## config.mk

```make
export PLATFORM = sky130hd
export DESIGN_NAME = uart_tx_ctrl
export DESIGN_NICKNAME = d
export VERILOG_FILES = /design/src/rtl/uart_tx_ctrl.sv
export SDC_FILE = /design/constraint.sdc
export NUM_CORES = 1
export LEC_CHECK = 0
export ABC_CLOCK_PERIOD_IN_PS = 11200
export CAP_MARGIN = 5
export CORE_MARGIN = 2
export CORE_UTILIZATION = 37
export DETAILED_ROUTE_END_ITERATION = 12
export PLACE_DENSITY_LB_ADDON = 0.15
export SLEW_MARGIN = 20
export SYNTH_ARGS = -nofsm -noshare
export SYNTH_HDL_FRONTEND = slang
export SYNTH_SLANG_ARGS = --single-unit
```

## constraint.sdc

```tcl
create_clock -name clk -period 11.2 [get_ports clk]
set_input_delay 2.24 -clock clk [delete_from_list [all_inputs] [get_ports clk]]
set_output_delay 2.24 -clock clk [all_outputs]
set_load 0.02 [all_outputs]
```

## src/rtl/uart_tx_ctrl.sv

```systemverilog
// UART transmit frame sequencer: start, DATA_W data bits LSB-first, optional parity, 1 or 2 stop bits.
// Latency: the start bit appears on tx_out the cycle after the transfer edge; the frame lasts div*(bits) cycles.
// Backpressure: tx_ready is high only in IDLE; one byte is accepted per tx_valid && tx_ready edge.
module uart_tx_ctrl #(
  parameter int DATA_W = 8,
  parameter int DIV_W  = 16
) (
  input  logic              clk,
  input  logic              rst_n,
  input  logic [DIV_W-1:0]  baud_div,
  input  logic              parity_en,
  input  logic              parity_odd,
  input  logic              two_stop,
  input  logic              tx_valid,
  input  logic [DATA_W-1:0] tx_data,
  output logic              tx_ready,
  output logic              tx_out,
  output logic              busy,
  output logic              done
);

  localparam int IDX_W = (DATA_W > 1) ? $clog2(DATA_W) : 1;
  localparam logic [IDX_W-1:0] LAST_IDX = IDX_W'(DATA_W - 1);

  typedef enum logic [2:0] {
    IDLE   = 3'd0,
    START  = 3'd1,
    DATA   = 3'd2,
    PARITY = 3'd3,
    STOP   = 3'd4
  } state_e;

  // Frame state and per-frame latched configuration.
  state_e              state_q, state_d;
  logic [DIV_W-1:0]    cnt_q, cnt_d;
  logic [IDX_W-1:0]    bit_idx_q, bit_idx_d;
  logic                stop_idx_q, stop_idx_d;
  logic [DATA_W-1:0]   data_q, data_d;
  logic [DIV_W-1:0]    div_q, div_d;
  logic                par_en_q, par_en_d;
  logic                par_bit_q, par_bit_d;
  logic                two_stop_q, two_stop_d;
  logic                tx_out_q, tx_out_d;
  logic                done_q, done_d;

  // Helper decodes.
  logic                xfer;
  logic                bit_end;
  logic [DIV_W-1:0]    div_in;

  // Handshake, divisor sanitising and end-of-bit detection.
  always_comb begin
    xfer    = tx_valid && (state_q == IDLE);
    div_in  = (baud_div == '0) ? DIV_W'(1) : baud_div;
    // div_q is at least 1 whenever a frame is running, so div_q-1 never underflows there.
    bit_end = (cnt_q == (div_q - DIV_W'(1)));
  end

  // Next-state logic: walks START -> DATA -> [PARITY] -> STOP and steps the baud/bit/stop counters.
  always_comb begin
    state_d    = state_q;
    cnt_d      = cnt_q;
    bit_idx_d  = bit_idx_q;
    stop_idx_d = stop_idx_q;
    data_d     = data_q;
    div_d      = div_q;
    par_en_d   = par_en_q;
    par_bit_d  = par_bit_q;
    two_stop_d = two_stop_q;
    done_d     = 1'b0;

    case (state_q)
      IDLE: begin
        if (xfer) begin
          // Everything that shapes the frame is captured here so later config writes cannot disturb it.
          data_d     = tx_data;
          div_d      = div_in;
          par_en_d   = parity_en;
          par_bit_d  = (^tx_data) ^ parity_odd;
          two_stop_d = two_stop;
          cnt_d      = '0;
          bit_idx_d  = '0;
          stop_idx_d = 1'b0;
          state_d    = START;
        end
      end

      START: begin
        if (bit_end) begin
          cnt_d     = '0;
          bit_idx_d = '0;
          state_d   = DATA;
        end else begin
          cnt_d = cnt_q + DIV_W'(1);
        end
      end

      DATA: begin
        if (bit_end) begin
          cnt_d = '0;
          if (bit_idx_q == LAST_IDX) begin
            stop_idx_d = 1'b0;
            state_d    = par_en_q ? PARITY : STOP;
          end else begin
            bit_idx_d = bit_idx_q + IDX_W'(1);
          end
        end else begin
          cnt_d = cnt_q + DIV_W'(1);
        end
      end

      PARITY: begin
        if (bit_end) begin
          cnt_d      = '0;
          stop_idx_d = 1'b0;
          state_d    = STOP;
        end else begin
          cnt_d = cnt_q + DIV_W'(1);
        end
      end

      STOP: begin
        if (bit_end) begin
          cnt_d = '0;
          if (two_stop_q && !stop_idx_q) begin
            stop_idx_d = 1'b1;
          end else begin
            // The done flop rises together with the return to IDLE, so the pulse lands on the first idle cycle.
            stop_idx_d = 1'b0;
            state_d    = IDLE;
            done_d     = 1'b1;
          end
        end else begin
          cnt_d = cnt_q + DIV_W'(1);
        end
      end

      default: begin
        state_d = IDLE;
        cnt_d   = '0;
      end
    endcase
  end

  // Line value for the next cycle, decoded from next state so tx_out is a clean flop output aligned to the state.
  always_comb begin
    tx_out_d = 1'b1;
    case (state_d)
      IDLE:    tx_out_d = 1'b1;
      START:   tx_out_d = 1'b0;
      DATA:    tx_out_d = data_d[bit_idx_d];
      PARITY:  tx_out_d = par_bit_d;
      STOP:    tx_out_d = 1'b1;
      default: tx_out_d = 1'b1;
    endcase
  end

  // State and datapath registers; reset aborts any frame and forces the line idle-high at once.
  always_ff @(posedge clk or negedge rst_n) begin
    if (!rst_n) begin
      state_q    <= IDLE;
      cnt_q      <= '0;
      bit_idx_q  <= '0;
      stop_idx_q <= 1'b0;
      data_q     <= '0;
      div_q      <= '0;
      par_en_q   <= 1'b0;
      par_bit_q  <= 1'b0;
      two_stop_q <= 1'b0;
      tx_out_q   <= 1'b1;
      done_q     <= 1'b0;
    end else begin
      state_q    <= state_d;
      cnt_q      <= cnt_d;
      bit_idx_q  <= bit_idx_d;
      stop_idx_q <= stop_idx_d;
      data_q     <= data_d;
      div_q      <= div_d;
      par_en_q   <= par_en_d;
      par_bit_q  <= par_bit_d;
      two_stop_q <= two_stop_d;
      tx_out_q   <= tx_out_d;
      done_q     <= done_d;
    end
  end

  // Outputs come straight from flops or from state decode.
  always_comb begin
    tx_ready = (state_q == IDLE);
    busy     = (state_q != IDLE);
    tx_out   = tx_out_q;
    done     = done_q;
  end

endmodule

```

# Word level (Yosys, flattened, before mapping)
# Index checks and enable logic that the tools add are counted.
[word_totals]
mem_bits_rw = 0
memories = 0
latch_bits = 0
output_inout_bits = 4
wordCells = 76
inputBits = 30
regBits = 52
romBits = 0
[op_classes]
n_mux = 35
n_reduce_logical = 11
multipliers = 0
order_cmp = 1
eq_ne = 14
add_sub_neg = 3
shift = 0
div = 0
n_bitwise = 1
[op_table]
columns = ["op", "count"]
rows = [
  ["$mux 16", 3],
  ["$mux 3", 12],
  ["$pmux 16 s2", 1],
  ["$add 16x1->16 const B", 1],
  ["$eq 16x16->1", 1],
  ["$logic_not 16->1", 1],
  ["$mux 8", 2],
  ["$sub 16x1->16 const B", 1],
  ["$pmux 3 s5", 1],
  ["$eq 3x2->1 const B", 4],
  ["$mux 1", 12],
  ["$pmux 3 s3", 1],
  ["$ne 2x2->1 const B", 4],
  ["$reduce_xor 8->1", 1],
  ["$eq 3x1->1 const B", 2],
  ["$eq 3x3->1 const B", 2],
  ["$reduce_and 6->1", 1],
  ["$lt 3x4->1 const B", 1],
  ["$pmux 1 s4", 1],
  ["$reduce_bool 4->1", 1],
  ["$reduce_or 4->1", 1],
  ["$add 3x1->3 const B", 1],
  ["$bmux 1 s3", 1],
  ["$logic_not 3->1", 1],
  ["other kinds (7)", 8],
]

# Depth between registers and ports, before layout
# Gate-level depths: netlist of run 1.
[depth]
depth_word = 7
depth_mapped = 14
mapped_depth_nobuf = 12

# Worst setup path after synthesis of run 1
# Ideal clock, no wire load.
[synth_timing]
path_type = "input port to flip-flop"
from = "input port tx_valid"
to = "register tx_out_q, in the netlist tx_out"
required_ns = 11.117
path_stages = 7
setup_time_ns = 0.083
t_arrival_ns = 3.934
slack_ns = 7.183
path_buffers = 1
cell_sequence = "and2_1 -> clkbuf_1 -> mux2_2 -> or3_1 -> a211o_1 -> a211o_1 -> o311a_1"
[synth_via]
elab_chain_len = 6
word_cells_on_any_way = 15
classes_between = "eq/ne (3); mux (11); reduce/logical (1)"
[synth_rtl]
columns = ["element", "line_no", "text"]
rows = [
  ["from (decl)", "14", "input logic tx_valid,"],
  ["$logic_and 1x1->1", "53", "xfer = tx_valid && (state_q == IDLE);"],
  ["$mux 8", "74", "if (xfer) begin"],
  ["$mux 8", "72", "case (state_q)"],
  ["net data_d[5]", "38", "logic [DATA_W-1:0] data_q, data_d;"],
  ["$bmux 1 s3", "151", "DATA: tx_out_d = data_d[bit_idx_d];"],
  ["$mux 1 (not written as such)", "151", ""],
  ["$pmux 1 s3", "148", "case (state_d)"],
  ["net tx_out_d", "43", "logic tx_out_q, tx_out_d;"],
  ["to (signal assigned)", "182", "tx_out_q <= tx_out_d;"],
  ["to (decl)", "43", ""],
]
# The timed path passes the listed nets, and every way through them passes these cells. The select of a mux whose other input is x is not followed.
# A chain may end at the register's enable or synchronous reset.

# Worst setup path in the final report of run 1
[layout_timing]
from = "input port tx_valid"
to = "register tx_out_q, in the netlist tx_out"
[layout_via]
elab_chain_len = 6
word_cells_on_any_way = 15
classes_between = "eq/ne (3); mux (11); reduce/logical (1)"
[layout_rtl]
columns = ["element", "line_no", "text"]
rows = [
  ["$logic_and 1x1->1", "53", ""],
  ["$mux 3", "74", ""],
  ["$pmux 3 s3", "72", ""],
  ["net bit_idx_d[1]", "36", "logic [IDX_W-1:0] bit_idx_q, bit_idx_d;"],
  ["$bmux 1 s3", "151", ""],
  ["$mux 1 (not written as such)", "151", ""],
  ["$pmux 1 s3", "148", ""],
  ["net tx_out_d", "43", ""],
]
# The timed path passes the listed nets, and every way through them passes these cells. The select of a mux whose other input is x is not followed.

==> results.sh, run 1 <==
export IMPL_grt_remaining_overflow=0
export IMPL_synth_enable_flop_cells=0
export IMPL_ir_worst_vdd_v=0.00006612
export IMPL_crit_top_cell="nor2_1"
export IMPL_synth_cells=342
export IMPL_clk_latency_ns=0.31
export IMPL_whs_ns=0.5106
export IMPL_synth_area_leaders="dfrtp_1 40%, mux2_2 8.4%, o21ai_0 5.4%"
export IMPL_wl_per_cell_um=15.31
export IMPL_routed_wl_um=7335
export IMPL_yosysTopAreaCell="dfrtp_1"
export IMPL_cts_hold_buf=0
export IMPL_synth_seq_cells=52
export IMPL_syn_nets=375
export IMPL_tightest_slew_ns=1.013
export IMPL_dr_pass1_iters=4
export IMPL_grt_pass1_wl_um=12650
export IMPL_drive_gt1_frac=0.1240
export IMPL_cts_root_buf="clkbuf_8"
export IMPL_yosysWarnings=0
export IMPL_drv_cap=0
export IMPL_relSlewSlack=0.3224
export IMPL_setup_viol=0
export IMPL_ant_nets=0
export IMPL_dpl_hpwl_um=5411
export IMPL_htree_levels=2
export IMPL_postCtsResizedCells=0
export IMPL_antenna_found_initial=0
export IMPL_vias=2648
export IMPL_gp_routability_congestion=0.7987
export IMPL_setup_worst_path_class="input port to register"
export IMPL_status="completed"
export IMPL_slowest_delay_ns=0.79
export IMPL_cp_start_kind="input port"
export IMPL_crit_fanout=17
export IMPL_yosysTopAreaCellShare=0.3961
export IMPL_synthFlopType="dfrtp_1"
export IMPL_fmax_mhz=214.7
export IMPL_grt_pass1_vias=2633
export IMPL_fin_nets=403
export IMPL_seq_area_frac_synth=0.4043
export IMPL_post_cts_buffers=0
export IMPL_std_cell_rows=34
export IMPL_ys_async_sr_fraction=1.000
export IMPL_ys_types=63
export IMPL_skew_ns=0.009808
export IMPL_fillers=857
export IMPL_power_uw=724.9
export IMPL_rsz0062_at_grt="false"
export IMPL_fin_tns_setup_ns=0
export IMPL_num_antenna_cells=0
export IMPL_clock_sink_count=52
export IMPL_required_ns=11.45
export IMPL_area_growth_pct=16.31
export IMPL_drt_vias_per_instance=5.528
export IMPL_pre_cts_slack_ns=6.192
export IMPL_die_w_um=97.32
export IMPL_clockBufferDepth=2
export IMPL_avgSynthCellArea_sq_um=9.421
export IMPL_cp_end_kind="register"
export IMPL_slew_viol_final=0
export IMPL_initial_core_util=0.3749
export IMPL_io_pins=34
export IMPL_p_leak_nw=1.484
export IMPL_syn_area_sq_um=3222
export IMPL_clk_pin_slew_worst_paths_ns=0.10
export IMPL_min_delay_path_class="register to register"
export IMPL_yosys_top_cells_count="51 x dfrtp_1, 35 x o21ai_0, 28 x nor2_1"
export IMPL_hold_violations=0
export IMPL_finalCriticalPeriod_ns=4.658
export IMPL_path_cells="clkdlybuf4s50_1 -> nor2_1 -> nor2_1 -> a31oi_1 -> or2_1 -> mux4_2 -> o311a_1"
export IMPL_grt_usage=0.1603
export IMPL_die_y_um=97.32
export IMPL_critPathSlowestCell="nor2_1"
export IMPL_setup_ws_ns=6.542
export IMPL_drt_iter0_drc=88
export IMPL_drc=0
export IMPL_arrival_ns=4.90
export IMPL_min_period_over_period=0.4159
export IMPL_synth_most_common_cell="dfrtp_1"
export IMPL_grt_max_degree=53
export IMPL_numCtsBuffers=5
export IMPL_powerDensity_nw_per_um2=193.5
export IMPL_cts_tree="built"
export IMPL_die_area_sq_um=9470
export IMPL_port_buffers=33
export IMPL_core_area_sq_um=8593
==> final timing paths <==
kind                            slack (ns)  depth (start not counted)                 start              endpoint
worst max-delay path                  6.54                          7              tx_valid      tx_out$_DFF_PN1_
worst min-delay path                  0.51                          1   data_q[5]$_DFF_PN0_   data_q[5]$_DFF_PN0_
worst min register to register        0.51                          1   data_q[5]$_DFF_PN0_   data_q[5]$_DFF_PN0_
worst max register to register        6.91                         10  div_q[3]$_DFFE_PN0P_      tx_out$_DFF_PN1_
max in group asynchronous             8.71                          2                 rst_n  div_q[6]$_DFFE_PN0P_
min in group asynchronous             2.04                          2                 rst_n  cnt_q[4]$_DFFE_PN0N_
==> layout by cell type (no fill, tap or decap), types with 8 or more instances in the layout <==
master            n
dfrtp_1          51
o21ai_0          35
clkdlybuf4s50_1  32
nor2_1           28
nand2_1          24
mux2_2           24
xnor2_1          16
xor2_1           13
inv_1            12
nor3_1           11
nand4_1          11
and3_1           10
nand3_1           9
nand2b_1          8
==> metrics by stage <==
stage / cells / area [sq um] / utilization
final: 479 / 3747 / 0.4361
after global routing: 479 / 3747 / 0.4361
after CTS: 479 / 3747 / 0.4361
after detailed placement: 471 / 3636 / 0.4231
after global placement: 471 / 3636 / 0.4231
after floorplan: 342 / 3222 / -
==> final cells by class <==
type | count | area, sq um | area share
flip-flops and latches | 52 | 1303 | 0.3476
inverters | 13 | 48.80 | 0.01302
multi-input cells | 263 | 1809 | 0.4828
clock buffers | 5 | 68.82 | 0.01836
well taps | 108 | 135.1 | 0.03606
repair buffers | 35 | 340.3 | 0.09082
clock inverters | 3 | 42.54 | 0.01135
==> report_power, final <==
part | internal, mW | switching, mW
combinational | 0.134 | 0.130
clock | 0.0662 | 0.0661
sequential | 0.250 | 0.0795
total | 0.450 | 0.275
==> critical path: cells and delay by family <==
kind / cells / cell delay, ns
buf+inv: 1 / 0.43
compound gates: 2 / 0.60
mux: 1 / 0.50
simple gates: 3 / 1.13
==> sequential cells by signal, summed over array words and instances, names as in the netlist <==
signal / cells
bit_idx_q: 3
cnt_q: 16
data_q: 8
div_q: 16
done: 1
par_bit_q: 1
par_en_q: 1
state_q: 3
stop_idx_q: 1
two_stop_q: 1
tx_out: 1
==> per-layer routing <==
layer / part of all wire / track usage
met1: 0.46 / 0.2036
met2: 0.49 / 0.2783
met3: 0.035 / 0.03094
met4: 0.018 / 0.04594
met5: 0 / 0
==> cells by family (layout without fill, tap and decap cells) <==
group | count (synthesis) | in the layout | share of synthesized area
flip-flops | 52 | 52 | 0.4043
AO/OA/AOI/OAI | 76 | 76 | 0.1557
XOR/XNOR | 30 | 30 | 0.08582
AND/OR/NAND/NOR | 127 | 127 | 0.2113
multiplexers | 27 | 27 | 0.09709
buffers and inverters | 27 | 56 | 0.03417
adder cells (fa/ha/maj) | 3 | 3 | 0.01165
Note: power is estimated with default switching activity, not from simulation.
==> inputs of run 2 (changes only) <==
Settings changed: ABC_CLOCK_PERIOD_IN_PS 11200 to 4900.
Clock period 11.2 ns to 4.9 ns, I/O delays scaled along.
==> run 2 against run 1 <==
  * Final cell count grew 0.63%
  * Power is 120% higher
  * Combinational power is 130% higher
==> results.sh, run 2 (same netlist as run 1, synthesis figures left out) <==
export IMPL_gp_routability_congestion=0.8095
export IMPL_powerDensity_nw_per_um2=430.5
export IMPL_numCtsBuffers=5
export IMPL_setup_viol=0
export IMPL_slew_viol_final=0
export IMPL_min_delay_path_class="register to register"
export IMPL_p_clk_frac=0.160
export IMPL_skew_ns=0.008045
export IMPL_die_w_um=97.32
export IMPL_crit_top_cell="or4_1"
export IMPL_layout_common_cells="51 x dfrtp_1, 35 x o21ai_0, 32 x clkdlybuf4s50_1, 28 x nor2_1"
export IMPL_clock_sink_count=52
export IMPL_ant_nets=0
export IMPL_final_common_cell="dfrtp_1"
export IMPL_postCtsResizedCells=0
export IMPL_clockBufferDepth=2
export IMPL_drc=0
export IMPL_cts_root_buf="clkbuf_8"
export IMPL_drt_iter0_drc=152
export IMPL_clk_pin_slew_worst_paths_ns=0.09
export IMPL_routed_wl_um=7514
export IMPL_setup_ws_ns=0.6875
export IMPL_initial_core_util=0.3749
export IMPL_pre_cts_slack_ns=0.7014
export IMPL_crit_fanout=7
export IMPL_vias=2630
export IMPL_wl_per_cell_um=15.59
export IMPL_post_cts_buffers=0
export IMPL_internal_power_uw=996.8
export IMPL_io_pins=34
export IMPL_p_comb_frac=0.377
export IMPL_required_ns=5.15
export IMPL_drv_cap=0
export IMPL_critPathBufInv=0
export IMPL_port_buffers=33
export IMPL_fillers=871
export IMPL_crit_family="simple AND/OR/NAND/NOR gates"
export IMPL_relSlewSlack=0.4649
export IMPL_htree_levels=2
export IMPL_slowest_delay_ns=0.67
export IMPL_setup_worst_path_class="register to register"
export IMPL_finalCriticalPeriod_ns=4.212
export IMPL_min_period_over_period=0.8597
export IMPL_path_cells="or4_1 -> or4_1 -> xnor2_1 -> nor4_1 -> nand3_1 -> o41ai_2 -> a31oi_1 -> or2_1 -> mux4_2 -> o311a_1"
export IMPL_dpl_hpwl_um=5762
export IMPL_p_seq_frac=0.463
export IMPL_cts_tree="built"
export IMPL_reg2reg_setup_slack_ns=0.69
export IMPL_grt_pass1_vias=2625
export IMPL_die_y_um=97.32
export IMPL_std_cell_rows=34
export IMPL_fin_tns_setup_ns=0
export IMPL_arrival_ns=4.46
export IMPL_cp_start_kind="register"
export IMPL_switching_share=0.3829
export IMPL_dr_pass1_iters=4
export IMPL_p_leak_nw=1.491
export IMPL_ir_worst_vdd_v=0.0001454
export IMPL_critPathSlowestCell="nor4_1"
export IMPL_reg_top3="cnt_q (16), div_q (16), data_q (8)"
export IMPL_status="completed"
export IMPL_die_area_sq_um=9470
export IMPL_clk_latency_ns=0.32
export IMPL_cp_end_kind="register"
export IMPL_grt_pass1_wl_um=12910
export IMPL_num_antenna_cells=0
export IMPL_grt_remaining_overflow=0
export IMPL_rsz0062_at_grt="false"
export IMPL_antenna_found_initial=0
export IMPL_p_sw_uw=618.6
export IMPL_core_area_sq_um=8593
export IMPL_hold_violations=0
export IMPL_drive_gt1_frac=0.1283
export IMPL_tightest_slew_ns=0.7953
export IMPL_fmax_mhz=237.4
export IMPL_drt_vias_per_instance=5.456
export IMPL_grt_usage=0.1673
export IMPL_fin_nets=406
export IMPL_grt_max_degree=53
export IMPL_area_growth_pct=16.47
export IMPL_cts_hold_buf=0
export IMPL_whs_ns=0.5034
## run 2: per-stage QoR
stage               std cells  total power, mW    util  instance area (sq um)
CTS                       482            1.639  0.4367                   3752
floorplan                 342            1.193       -                   3222
detailed placement        474            1.374  0.4257                   3659
global placement          474            1.363  0.4257                   3659
global route              482            1.756  0.4367                   3752
finish                    482            1.615  0.4367                   3752
## run 2: worst paths after layout
path	startpoint	to	cells after the start
max	div_q[3]$_DFFE_PN0P_	tx_out$_DFF_PN1_	10
min	data_q[5]$_DFF_PN0_	data_q[5]$_DFF_PN0_	1
max in group asynchronous	rst_n	div_q[10]$_DFFE_PN0P_	2
min reg2reg	data_q[5]$_DFF_PN0_	data_q[5]$_DFF_PN0_	1
max reg2reg	div_q[3]$_DFFE_PN0P_	tx_out$_DFF_PN1_	10
min in group asynchronous	rst_n	cnt_q[2]$_DFFE_PN0N_	2
## run 2: final cells by class
type	instances	area, sq um	share of cell area
multi-input combinational	263	1809	0.4822
timing repair buffer	38	362.8	0.09670
sequential	52	1303	0.3471
clock inverter	1	7.507	0.002001
tap	108	135.1	0.03601
clock buffer	7	86.33	0.02301
inverter	13	48.80	0.01300
## run 2: power by group through the flow
stage | Sequential, mW | Clock [mW] | Combinational (mW)
floorplan | 0.683 | 0 | 0.510
global placement | 0.756 | 0 | 0.607
global route | 0.776 | 0.290 | 0.689
detailed placement | 0.758 | 0 | 0.616
CTS | 0.750 | 0.272 | 0.618
finish | 0.748 | 0.258 | 0.609
## run 2: per-layer routing
| layer | global-route usage | wire, um |
|---|---|---|
| met4 | 0.04380 | 123 |
| met5 | 0 | 0 |
| met1 | 0.2222 | 3597 |
| met3 | 0.03453 | 222 |
| met2 | 0.2799 | 3572 |
